`src/rtl/uart_mmio_fifo_pkg.sv`:
```
// Shared definitions for the memory-mapped UART port: read-select encodings and data width.
// Also imported by the Control decode so both sides agree on UARTsel values.
package uart_mmio_fifo_pkg;

    localparam int unsigned DATA_W = 8;

    localparam logic [1:0] SEL_RXDATA = 2'b00;
    localparam logic [1:0] SEL_TXRDY  = 2'b01;
    localparam logic [1:0] SEL_RXVLD  = 2'b10;
    localparam logic [1:0] SEL_STATS  = 2'b11;

    // Status reads return a single flag in bit 0.
    function automatic logic [31:0] flag_word(input logic flag);
        return {31'b0, flag};
    endfunction

endpackage

```
`src/rtl/uart_mmio_fifo_if.sv`:
```
// Bus bundle for uart_mmio_fifo: CPU-side MMIO controls plus the serial TX/RX byte handshakes.
// master = CPU/serial environment, slave = the UART port itself.
interface uart_mmio_fifo_if;

    logic        WEUART;
    logic        REUART;
    logic [1:0]  UARTsel;
    logic [7:0]  WriteData;
    logic [31:0] ReadData;
    logic [7:0]  DataIn;
    logic        DataInValid;
    logic        DataInReady;
    logic [7:0]  DataOut;
    logic        DataOutValid;
    logic        DataOutReady;

    modport master (
        output WEUART, REUART, UARTsel, WriteData, DataInReady, DataOut, DataOutValid,
        input  ReadData, DataIn, DataInValid, DataOutReady
    );

    modport slave (
        input  WEUART, REUART, UARTsel, WriteData, DataInReady, DataOut, DataOutValid,
        output ReadData, DataIn, DataInValid, DataOutReady
    );

endinterface

```
`src/rtl/uart_sync_fifo.sv`:
```
// Single-clock FIFO with occupancy counter; push while full and pop while empty are ignored.
// Head entry is visible on dout without a read strobe (no bypass from din).
module uart_sync_fifo #(
    parameter int unsigned DEPTH = 8,
    parameter int unsigned WIDTH = 8
) (
    input  logic             clk,
    input  logic             reset_n,
    input  logic             push,
    input  logic             pop,
    input  logic [WIDTH-1:0] din,
    output logic [WIDTH-1:0] dout,
    output logic             full,
    output logic             empty
);

    localparam int unsigned PTR_W = $clog2(DEPTH);

    logic [WIDTH-1:0] mem [DEPTH];
    logic [PTR_W-1:0] wr_q, rd_q;
    logic [PTR_W:0]   count_q, count_d;
    logic             do_push, do_pop;

    assign full    = (count_q == (PTR_W+1)'(DEPTH));
    assign empty   = (count_q == '0);
    assign do_push = push && !full;
    assign do_pop  = pop && !empty;
    assign dout    = mem[rd_q];

    always_comb begin
        count_d = count_q;
        case ({do_push, do_pop})
            2'b10:   count_d = count_q + (PTR_W+1)'(1);
            2'b01:   count_d = count_q - (PTR_W+1)'(1);
            default: count_d = count_q;
        endcase
    end

    always_ff @(posedge clk or negedge reset_n) begin
        if (!reset_n) begin
            wr_q    <= '0;
            rd_q    <= '0;
            count_q <= '0;
        end else begin
            if (do_push) wr_q <= wr_q + PTR_W'(1);
            if (do_pop)  rd_q <= rd_q + PTR_W'(1);
            count_q <= count_d;
        end
    end

    // Storage needs no reset: the counter alone defines which entries are live.
    always_ff @(posedge clk) begin
        if (do_push) mem[wr_q] <= din;
    end

endmodule

```
`src/rtl/uart_mmio_fifo.sv`:
```
// Memory-mapped UART port: TX/RX byte FIFOs between CPU and serial side, registered read mux.
// Define UART_STATS_EN to build the sent/received counters and the sticky TX-drop flag.
module uart_mmio_fifo
    import uart_mmio_fifo_pkg::*;
#(
    parameter int unsigned DEPTH = 8
) (
    input  logic              clk,
    input  logic              reset_n,
    uart_mmio_fifo_if.slave   bus
);

    logic              tx_full, tx_empty, rx_full, rx_empty;
    logic [DATA_W-1:0] tx_dout, rx_dout;
    logic              tx_pop, rx_push;
    logic [31:0]       stats;
    logic [31:0]       rdata_d, rdata_q;

    // Held low during reset so the receiver never hands over a byte that would be lost.
    assign bus.DataOutReady = reset_n && !rx_full;
    assign rx_push          = bus.DataOutValid && bus.DataOutReady;
    assign tx_pop           = !tx_empty && bus.DataInReady;

    assign bus.DataIn      = tx_dout;
    assign bus.DataInValid = !tx_empty;
    assign bus.ReadData    = rdata_q;

    uart_sync_fifo #(.DEPTH(DEPTH), .WIDTH(DATA_W)) u_tx_fifo (
        .clk     (clk),
        .reset_n (reset_n),
        .push    (bus.WEUART),
        .pop     (bus.DataInReady),
        .din     (bus.WriteData),
        .dout    (tx_dout),
        .full    (tx_full),
        .empty   (tx_empty)
    );

    uart_sync_fifo #(.DEPTH(DEPTH), .WIDTH(DATA_W)) u_rx_fifo (
        .clk     (clk),
        .reset_n (reset_n),
        .push    (rx_push),
        .pop     (bus.REUART),
        .din     (bus.DataOut),
        .dout    (rx_dout),
        .full    (rx_full),
        .empty   (rx_empty)
    );

`ifdef UART_STATS_EN
    logic [14:0] tx_sent_q;
    logic [15:0] rx_recv_q;
    logic        tx_drop_q;

    always_ff @(posedge clk or negedge reset_n) begin
        if (!reset_n) begin
            tx_sent_q <= '0;
            rx_recv_q <= '0;
            tx_drop_q <= 1'b0;
        end else begin
            if (tx_pop && (tx_sent_q != '1))  tx_sent_q <= tx_sent_q + 15'd1;
            if (rx_push && (rx_recv_q != '1)) rx_recv_q <= rx_recv_q + 16'd1;
            if (bus.WEUART && tx_full)        tx_drop_q <= 1'b1;
        end
    end

    assign stats = {tx_drop_q, tx_sent_q, rx_recv_q};
`else
    assign stats = 32'h0;
`endif

    // Head is captured before any pop on the same edge, so a REUART returns the popped byte.
    always_comb begin
        rdata_d = '0;
        unique case (bus.UARTsel)
            SEL_RXDATA: rdata_d = rx_empty ? 32'h0 : {24'b0, rx_dout};
            SEL_TXRDY:  rdata_d = flag_word(!tx_full);
            SEL_RXVLD:  rdata_d = flag_word(!rx_empty);
            SEL_STATS:  rdata_d = stats;
            default:    rdata_d = '0;
        endcase
    end

    always_ff @(posedge clk or negedge reset_n) begin
        if (!reset_n) rdata_q <= '0;
        else          rdata_q <= rdata_d;
    end

endmodule
```
`src/flat_wrapper.sv`:
```
// flat-port wrapper written by rule: the top's interface ports become plain ports
module uart_mmio_fifo_flat import uart_mmio_fifo_pkg::*;
#(
    parameter int unsigned DEPTH = 8
)
  (clk, reset_n, bus_WEUART, bus_REUART, bus_UARTsel, bus_WriteData, bus_DataInReady, bus_DataOut, bus_DataOutValid, bus_ReadData, bus_DataIn, bus_DataInValid, bus_DataOutReady);
  uart_mmio_fifo_if bus_i ();
  input  logic clk;
  input  logic reset_n;
  input wire logic [$bits(bus_i.WEUART)-1:0] bus_WEUART;
  input wire logic [$bits(bus_i.REUART)-1:0] bus_REUART;
  input wire logic [$bits(bus_i.UARTsel)-1:0] bus_UARTsel;
  input wire logic [$bits(bus_i.WriteData)-1:0] bus_WriteData;
  input wire logic [$bits(bus_i.DataInReady)-1:0] bus_DataInReady;
  input wire logic [$bits(bus_i.DataOut)-1:0] bus_DataOut;
  input wire logic [$bits(bus_i.DataOutValid)-1:0] bus_DataOutValid;
  output wire logic [$bits(bus_i.ReadData)-1:0] bus_ReadData;
  output wire logic [$bits(bus_i.DataIn)-1:0] bus_DataIn;
  output wire logic [$bits(bus_i.DataInValid)-1:0] bus_DataInValid;
  output wire logic [$bits(bus_i.DataOutReady)-1:0] bus_DataOutReady;
  assign bus_i.WEUART = bus_WEUART;
  assign bus_i.REUART = bus_REUART;
  assign bus_i.UARTsel = bus_UARTsel;
  assign bus_i.WriteData = bus_WriteData;
  assign bus_i.DataInReady = bus_DataInReady;
  assign bus_i.DataOut = bus_DataOut;
  assign bus_i.DataOutValid = bus_DataOutValid;
  assign bus_ReadData = bus_i.ReadData;
  assign bus_DataIn = bus_i.DataIn;
  assign bus_DataInValid = bus_i.DataInValid;
  assign bus_DataOutReady = bus_i.DataOutReady;
  uart_mmio_fifo #(.DEPTH(DEPTH)) u_core (.clk(clk), .reset_n(reset_n), .bus(bus_i));
endmodule
```
`config.mk`:
```
export PLATFORM = sky130hd
export DESIGN_NAME = uart_mmio_fifo_flat
export DESIGN_NICKNAME = d
export VERILOG_FILES = /design/src/rtl/uart_mmio_fifo_pkg.sv /design/src/rtl/uart_mmio_fifo_if.sv /design/src/rtl/uart_sync_fifo.sv /design/src/rtl/uart_mmio_fifo.sv /design/src/flat_wrapper.sv
export SDC_FILE = /design/constraint.sdc
export NUM_CORES = 1
export LEC_CHECK = 0
export BUFFER_PORTS_ARGS = -buffer_cell sky130_fd_sc_hd__buf_4
export CORE_MARGIN = 8
export CORE_UTILIZATION = 45
export DETAILED_ROUTE_END_ITERATION = 6
export HOLD_SLACK_MARGIN = 0.03
export MAX_ROUTING_LAYER = met4
export PLACE_DENSITY = 0.6
export SLEW_MARGIN = 20
export SYNTH_ARGS = -nofsm -noshare
export SYNTH_HDL_FRONTEND = slang
export SYNTH_HIERARCHICAL = 1
export SYNTH_SLANG_ARGS = --single-unit
```
`constraint.sdc`:
```
create_clock -name clk -period 8.03 [get_ports clk]
set_input_delay 0.4015 -clock clk [delete_from_list [all_inputs] [get_ports clk]]
set_output_delay 0.4015 -clock clk [all_outputs]
set_load 0.01 [all_outputs]
```
; Word level (Yosys, flattened, before mapping)
; Memories as Yosys holds them, arrays and structs flattened.
; Index checks and enable logic that the tools add are counted.
[classes]
n_addsub = 8
n_eq_ne = 9
muxes = 8
n_reduce_logical = 15
[ops]
columns = operator, n
row1 = $pmux 32 s4, 1
row2 = $pmux 4 s2, 2
row3 = $add 3x1->3 const B, 4
row4 = $add 4x1->4 const B, 2
row5 = $eq 2x2->1 const B, 4
row6 = $eq 4x4->1 const B, 2
row7 = $logic_not 4->1, 2
row8 = $mux 8, 1
row9 = $sub 4x1->4 const B, 2
row10 = $eq 2x1->1 const B, 3
row11 = $logic_and 1x1->1, 6
row12 = $logic_not 1->1, 4
row13 = $mux 1, 4
row14 = $reduce_bool 2->1, 2
row15 = $logic_not 2->1, 1
[word_totals]
register_bits = 52
ramBits = 128
inputBits = 24
output_inout_bits = 42
mem_count = 2
[memory_table]
columns = memory, words, word_bits, rd, rd_ports_with_merged_regs, wr, line
row1 = u_core.u_rx_fifo.mem, 8, 8, 1, 0, 1, uart_sync_fifo.sv:19  ; logic [WIDTH-1:0] mem [DEPTH];
row2 = u_core.u_tx_fifo.mem, 8, 8, 1, 0, 1, uart_sync_fifo.sv:19

; Longest topological paths before layout
; Gate-level depths: netlist (run 1).
[depth]
ltp_word = 7
ltp_mapped = 10
ltp_nobuf = 10

; Hierarchy
; The synthesis (run 1) kept the hierarchy.
[modules_own_cells]
columns = mod, n_inst, cells_each, area_per_inst_um2, seq_area_each_um2
row1 = uart_sync_fifo, 2, 160, 3124.2, 2172.1
row2 = uart_mmio_fifo, 1, 47, 473.0, 200.2

; Worst setup path before layout (run 1)
; OpenSTA, ideal clock, no wires.
[synth_path]
kind = flip-flop to flip-flop
startpoint = reg u_core.u_rx_fifo.count_q[0]
endpoint = reg u_core.u_rx_fifo.count_q[3]
setup_time_ns = 0.134
arrival_time_ns = 2.823
required_time_ns = 7.896
path_slack_ns = 5.074
path_stages_with_launch = 11
cell_sequence = dfrtp_1 or4b_4 inv_1 nor2b_1 and2_1 nand2_1 ha_1 ha_1 or4b_2 o311ai_0 o211ai_1
[synth_via]
elab_chain_cells = 7
[synth_lines]
columns = element, line
row1 = start: declaration, uart_sync_fifo.sv:21  ; logic [PTR_W:0] count_q, count_d;
row2 = start signal: assignment, uart_sync_fifo.sv:47  ; count_q <= count_d;
row3 = $eq 4x4->1 (*), uart_sync_fifo.sv:24  ; assign full = (count_q == (PTR_W+1)'(DEPTH));
row4 = named net u_core.rx_full, uart_mmio_fifo.sv:13  ; logic tx_full, tx_empty, rx_full, rx_empty;
row5 = $logic_not 1->1 (*), uart_mmio_fifo.sv:20  ; assign bus.DataOutReady = reset_n && !rx_full;
row6 = $logic_and 1x1->1 (*), uart_mmio_fifo.sv:20
row7 = named net bus_DataOutReady, flat_wrapper.sv:20  ; output wire logic [$bits(bus_i.DataOutReady)-1:0] bus_DataOutReady;
row8 = $logic_and 1x1->1 (*), uart_mmio_fifo.sv:21  ; assign rx_push = bus.DataOutValid && bus.DataOutReady;
row9 = named net u_core.rx_push, uart_mmio_fifo.sv:15  ; logic tx_pop, rx_push;
row10 = $logic_and 1x1->1 (*), uart_sync_fifo.sv:26  ; assign do_push = push && !full;
row11 = $eq 2x1->1 or $eq 2x2->1 (tied branches), uart_sync_fifo.sv:32  ; case ({do_push, do_pop})
row12 = $pmux 4 s2 or $reduce_bool 2->1 (tied branches), -
; The timed path passes the listed nets; every way through them passes the cells marked *.
; A chain may end at the register's enable or synchronous reset.

; Final worst setup path (run 1)
[layout_path]
startpoint = reg u_core.u_rx_fifo.count_q[0]
endpoint = reg u_core.u_rx_fifo.count_q[3]
[layout_via]
elab_chain_cells = 7
[layout_lines]
columns = element, line
row1 = $eq 4x4->1 (*), uart_sync_fifo.sv:24
row2 = named net u_core.rx_full, uart_mmio_fifo.sv:13
row3 = $logic_not 1->1 (*), uart_mmio_fifo.sv:20
row4 = $logic_and 1x1->1 (*), uart_mmio_fifo.sv:20
row5 = $logic_and 1x1->1 (*), uart_mmio_fifo.sv:21
row6 = named net u_core.rx_push, uart_mmio_fifo.sv:15
row7 = $logic_and 1x1->1 (*), uart_sync_fifo.sv:26
row8 = $eq 2x1->1 or $eq 2x2->1 (tied branches), uart_sync_fifo.sv:32
row9 = $pmux 4 s2 or $reduce_bool 2->1 (tied branches), -
; Marks and branches as above.

==> results.ini, run 1 <==
[status]
status=finished, final reports clean

[sta]
period_share_pct=39.7
hold_slack_ps=192
timing.fmax_mhz=314
clock_skew_ps=7.49
fin_setup_tns_ps=0
slew_headroom_pct=34.4
hold_viol=0
worst_slew_pin_slew_ps=980
slew_violations=0
finalSetupViolCount=0
layout_min_cycle_time_ps=3190
setup_ws_ps=4840
rsz0062_at_grt=no

[routing]
avgRoutedWirePerCell_microns=19.9
vias=3253
drt_iter0_drc=273
route.detailed.drc=0
firstDrtPassIters=4
ant_nets=0
vias_per_cell=5.30
drt_wl_total_mm=12.2

[critical_path]
max_stage_delay_ps=640
end_kind=register
worstPathMaxFanout=9
criticalPathCategory=reg2reg
cp_data_arrival_time_ps=3490
crit_chain=or4b_4 > inv_1 > nor2b_1 > and2_1 > nand2_1 > ha_1 > ha_1 > or4b_2 > o311ai_0 > o211ai_1
slowest_stage=or4b_2
required_ps=8330
cp_top_family=simple AND/OR/NAND/NOR gates
crit_top_cell=ha_1
path_buf_inv=1
startpoint_type=register

[cells_and_area]
syn_to_final_growth_pct=14.6
num_antenna_cells=0
final_cell_mix=edfxtp_1, buf_4, mux4_1
seqCellArea_sq_um=4540
final_layout_size_suffix_gt1_share_pct=23.3
multi_input_area_sq_um=1950
nFillCells=1180
final_common_cell=edfxtp_1
nets=453

[synthesis]
yosysWarningCount=6
netlist_area_sq_um=6720
syn_inst=367
ys_seq_elements=156
yosysSeqAreaShare_pct=67.6
syn_area_per_cell_sq_um=18.3
yosysTopAreaCellShare_pct=57.2
ys_async_sr_fraction_pct=17.9
synth_area_leader_cell=edfxtp_1
synth_edf_count=128
synth_area_leaders=edfxtp_1, mux4_1, dfrtp_1
ys.flop_type=edfxtp_1
yosysUniqueCellTypes=37

[die]
start_util_pct=46.1
core_sq_um=14600
io-pin-count=66
fp-row-count=44
die_h_microns=138
dieArea_sq_um=19100
dieWidth_microns=138

[worst_hold_path]
hold_path_class=in2reg

[global_route]
grt_pass1_vias=3422
grt-ovfl-total=0
grt_max_degree=30
grtUsageTotal_pct=13.7
antenna_found_initial=0
grt_pass1_wl_mm=19.2

[clock_network]
cts_resized=0
clk_latency_ps=430
cts_setup_buffers=0
cts_max_level=4
root_buffer=clkbuf_16
numClockSinks=156
numCtsBuffers=17
clock_path_buffers=2
cts_tree=yes
clk_pin_slew_worst_paths_ps=60

[pwr]
ir_drop_mv=0.185
powerDensity_nw_per_um2=347
leakagePower_nw=2.83

[place]
dp_slack_ps=4870
port_buffers=41
finalWeightedCongestion=0.703
dp_hpwl_mm=7.53

[job]
maxCapViolations=0

logic make-up (layout without fill, tap and decap cells):
| family | after synthesis | count (layout) | share of synthesized area, % |
|---|---|---|---|
| AOI/OAI and AO/OA | 15 | 15 | 1.66 |
| buffers and inverters | 49 | 89 | 4.86 |
| adders and majority gates | 12 | 12 | 2.46 |
| DFF | 156 | 156 | 67.6 |
| xor gates and xnor gates | 12 | 12 | 1.56 |
| muxes | 54 | 54 | 16.2 |
| and+or+nand+nor | 68 | 68 | 5.64 |
| other | 1 | 24 | 0.0558 |
what timing repair did:
item,4_1_cts,5_1_grt
endpoints found under the setup margin,0,0
hold buffers,1,0
hold endpoints to repair,28,0
metal layers:
metal	vias to the layer above	track usage (%)	routed length, microns
met2	94	22.0	6310
met5	-	-	0
li1	1505	-	-
met1	1641	15.6	5130
met3	13	4.32	587
met4	0	6.01	172
worst register-to-register path, stage by stage (launching register included):
cell and delay (ps):
dfrtp_1 460, or4b_4 590, inv_1 70, nor2b_1 50
and2_1 190, nand2_1 130, ha_1 330, ha_1 340
or4b_2 640, o311ai_0 130, o211ai_1 130
registers in the layout (all words and copies together) (netlist names):
name and count:
u_core/bus.ReadData 8, u_core/u_rx_fifo/count_q 4, u_core/u_rx_fifo/mem 64, u_core/u_rx_fifo/rd_q 3
u_core/u_rx_fifo/wr_q 3, u_core/u_tx_fifo/count_q 4, u_core/u_tx_fifo/mem 64, u_core/u_tx_fifo/rd_q 3
u_core/u_tx_fifo/wr_q 3
Yosys cell counts, types with 4 or more instances:
library cell / instances
a21oi_1: 4
and2_1: 8
buf_2: 4
buf_4: 24
dfrtp_1: 28
edfxtp_1: 128
ha_1: 10
inv_1: 13
mux2_2: 20
mux4_1: 32
nand2_1: 14
nand2b_1: 5
nand3_1: 8
nor2_1: 13
nor3_1: 4
nor3b_1: 6
xnor2_1: 10
area by class of cell:
class	count	area share, %
Sequential cell	156	59.0
Multi-Input combinational cell	185	25.3
Clock buffer	18	5.57
Timing Repair Buffer	44	4.32
Tap cell	184	2.99
Clock inverter	14	2.19
Inverter	13	0.634
power breakdown:
part | switching [mW] | internal, mW | total (mW) | leakage, nW
Clock | 0.318 | 0.488 | 0.807 | 0.280
Sequential | 0.176 | 1.02 | 1.19 | 1.50
Combinational | 0.286 | 0.390 | 0.676 | 1.05
worst paths after layout:
check,from,endpoint,slack (ps),cells past startpoint
worst min-delay path,bus_UARTsel[0],u_core/bus.ReadData[0],190,2
worst min register to register,u_core/u_tx_fifo/wr_q[0],u_core/u_tx_fifo/wr_q[0],530,1
worst max register to register,u_core/u_rx_fifo/count_q[0],u_core/u_rx_fifo/count_q[3],4840,10
min in group asynchronous,reset_n,u_core/u_rx_fifo/count_q[0],440,2
max in group asynchronous,reset_n,u_core/u_tx_fifo/rd_q[1],7280,2
worst max-delay path,u_core/u_rx_fifo/count_q[0],u_core/u_rx_fifo/count_q[3],4840,10
metrics by stage:
stage | power [mW] | area [sq um] | cells | util [%]
CTS | 2.71 | 7700 | 614 | 52.8
global route | 2.82 | 7700 | 614 | 52.8
detailed placement | 1.89 | 7090 | 581 | 48.6
global placement | 1.87 | 7090 | 581 | 48.6
floorplan | 1.69 | 6810 | 390 | -
finish | 2.68 | 7700 | 614 | 52.8
(Power assumes the default switching activity.)
==> inputs of run 2 (changes only) <==
--- a/config.mk
+++ b/config.mk
@@ -11,7 +11,7 @@
 export DETAILED_ROUTE_END_ITERATION = 6
 export HOLD_SLACK_MARGIN = 0.03
 export MAX_ROUTING_LAYER = met4
-export PLACE_DENSITY = 0.6
+export PLACE_DENSITY = 0.63
 export SLEW_MARGIN = 20
 export SYNTH_ARGS = -nofsm -noshare
 export SYNTH_HDL_FRONTEND = slang
==> constraint.sdc (replaced) <==
create_clock -name clk -period 2.8 [get_ports clk]
set_input_delay 0.14 -clock clk [delete_from_list [all_inputs] [get_ports clk]]
set_output_delay 0.14 -clock clk [all_outputs]
set_load 0.01 [all_outputs]
==> run 2 against run 1 <==
- clock-buffer cell count fell by 1
- sequential share of layout area fell by 2.9 points
- register-to-register slack got worse by 4700 ps
- critical path depth did not move
- final cell count rose by 7.5%
- power rose to 2.9 times the previous value
- critical path type unchanged
- highest routed layer unchanged
==> results.ini, run 2 (same netlist as run 1, synthesis figures left out) <==
[clock_network]
clock_path_buffers=2  ; unchanged
clk_latency_ps=420  ; was 430 ps
cts_max_level=4  ; unchanged
clk_pin_slew_worst_paths_ps=60  ; about the same
root_buffer=clkbuf_16  ; unchanged
numCtsBuffers=17  ; unchanged
cts_tree=yes  ; unchanged
cts_setup_buffers=0  ; unchanged
numClockSinks=156  ; unchanged

[routing]
vias_per_cell=5.09  ; was 5.30
drt_wl_total_mm=12.3  ; was 12.2 mm
avgRoutedWirePerCell_microns=18.6  ; was 19.9 microns
firstDrtPassIters=6  ; was 4
route.detailed.drc=0  ; unchanged
drt_iter0_drc=226  ; was 273
vias=3361  ; was 3253
ant_nets=0  ; unchanged

[pwr]
powerDensity_nw_per_um2=960  ; was 347 nW/um^2
ir_drop_mv=0.714  ; was 0.185 mV
leakagePower_nw=3.05  ; was 2.83 nW
total_power_mw=7.78  ; was 2.68 mW

[die]
io-pin-count=66  ; unchanged
core_sq_um=14600  ; unchanged
start_util_pct=46.1  ; unchanged
dieArea_sq_um=19100  ; unchanged
die_h_microns=138  ; unchanged
fp-row-count=44  ; unchanged
dieWidth_microns=138  ; unchanged

[global_route]
antenna_found_initial=0  ; unchanged
grt_max_degree=29  ; was 30
grt_pass1_vias=3622  ; was 3422
grt-ovfl-total=0  ; unchanged
grt_pass1_wl_mm=19.9  ; was 19.2 mm
grtUsageTotal_pct=13.7  ; about the same

[worst_hold_path]
hold_path_class=in2reg  ; unchanged
hp-start=bus_DataInReady  ; was bus_UARTsel[0]
holdPathEnd=u_core/u_tx_fifo/rd_q[0]  ; was u_core/bus.ReadData[0]
whs_path_depth=4  ; was 2

[cells_and_area]
fin_cells=660  ; was 614
final_cell_mix=edfxtp_1, buf_4, mux4_1  ; unchanged
syn_to_final_growth_pct=20.6  ; was 14.6%
nets=499  ; was 453
final_layout_size_suffix_gt1_share_pct=27.9  ; was 23.3%
final_util_pct=55.6  ; was 52.8%
num_antenna_cells=0  ; unchanged
final_common_cell=edfxtp_1  ; unchanged
design_area_sq_um=8110  ; was 7700 sq um

[critical_path]
cp_data_arrival_time_ps=2980  ; was 3490 ps
r2r_slack_ps=110  ; was 4840 ps
criticalPathCategory=reg2reg  ; unchanged
worstPathMaxFanout=5  ; was 9
end_kind=register  ; unchanged
regToRegStartpoint=u_core/u_rx_fifo/count_q[1]  ; was u_core/u_rx_fifo/count_q[0]
required_ps=3090  ; was 8330 ps
worstReg2RegEnd=u_core/u_rx_fifo/count_q[3]  ; unchanged
r2r_cells=10  ; unchanged
startpoint_type=register  ; unchanged

[sta]
slew_headroom_pct=48.9  ; was 34.4%
layout_min_cycle_time_ps=2690  ; was 3190 ps
slew_violations=0  ; unchanged
period_share_pct=96.2  ; was 39.7%
timing.fmax_mhz=371  ; was 314 MHz
hold_slack_ps=102  ; was 192 ps
worst_slew_pin_slew_ps=766  ; was 980 ps
hold_viol=0  ; unchanged
clock_skew_ps=10.8  ; was 7.49 ps
finalSetupViolCount=0  ; unchanged

[place]
place_inst=608  ; was 581
dp_hpwl_mm=8.17  ; was 7.53 mm
finalWeightedCongestion=0.707  ; was 0.703
place_area_sq_um=7310  ; was 7090 sq um
port_buffers=41  ; unchanged

[status]
status=finished, final reports clean  ; unchanged

[job]
maxCapViolations=0  ; unchanged

run 2: cell types whose count changed in the layout (fill, tap and decap cells not counted), sizes merged:
cell         change
dlygate4sd3     +19
clkinv           -1
buf             +27
bufinv           -2
clkinvlp         -2
inv              +6
clkbuf           -1
run 2: through the flow:
step / setup slack (ps) / setup TNS, ps
floorplan: 27.6 / 0
global placement: 147 / 0
detailed placement: 109 / 0
CTS: 81.7 / 0
global route: -2.54 / -2.54
finish: 107 / 0
run 2: how the worst max path moves through the flow:
| stage | cells past startpoint | endpoint | start |
|---|---|---|---|
| after floorplan | 10 | u_core/u_rx_fifo/count_q[3] | u_core/u_rx_fifo/count_q[2] |
| after CTS | 10 | u_core/u_rx_fifo/count_q[3] | u_core/u_rx_fifo/count_q[3] |
| final | 10 | u_core/u_rx_fifo/count_q[3] | u_core/u_rx_fifo/count_q[1] |
| after global placement | 10 | u_core/u_rx_fifo/count_q[3] | u_core/u_rx_fifo/count_q[3] |
| after detailed placement | 10 | u_core/u_rx_fifo/count_q[3] | u_core/u_rx_fifo/count_q[3] |
| after global routing | 11 | u_core/u_rx_fifo/count_q[3] | u_core/u_rx_fifo/count_q[1] |
run 2: area by class of cell:
cell class                 instances  area, sq um
clock buffer                      17          425
clock inverter                    15          155
fill                            1122         6480
inverter                          13         48.8
multi-input combinational        185         1980
sequential                       156         4550
tap                              184          230
timing repair buffer              90          726
run 2: what timing repair did:
action / 4_1_cts / 5_1_grt
gates resized for setup: 0 / 3
hold buffers: 20 / 0
setup endpoints to repair: 0 / 1
hold endpoints to repair: 158 / 0
run 2: report_power, final:
group / internal (mW) / total [mW] / switching, mW
logic: 1.28 / 2.26 / 0.976
clock network: 1.26 / 2.22 / 0.962
registers: 2.91 / 3.30 / 0.387
total: 5.46 / 7.78 / 2.32
run 2: critical path, stage by stage, from the launching register on:
cell and delay [ps]:
dfrtp_1 380, or4b_4 540, inv_1 70, nor2b_1 50, and2_1 190, nand2_2 130, ha_4 150, ha_4 210
or4b_2 620, o311ai_0 120, o211ai_1 120
run 2: layer usage:
metal | GRT usage [%] | vias to the layer above | wire (microns)
li1 | - | 1600 | -
met1 | 15.2 | 1697 | 5260
met2 | 23.1 | 54 | 6430
met3 | 4.32 | 10 | 417
met4 | 4.75 | 0 | 142
met5 | - | - | 0
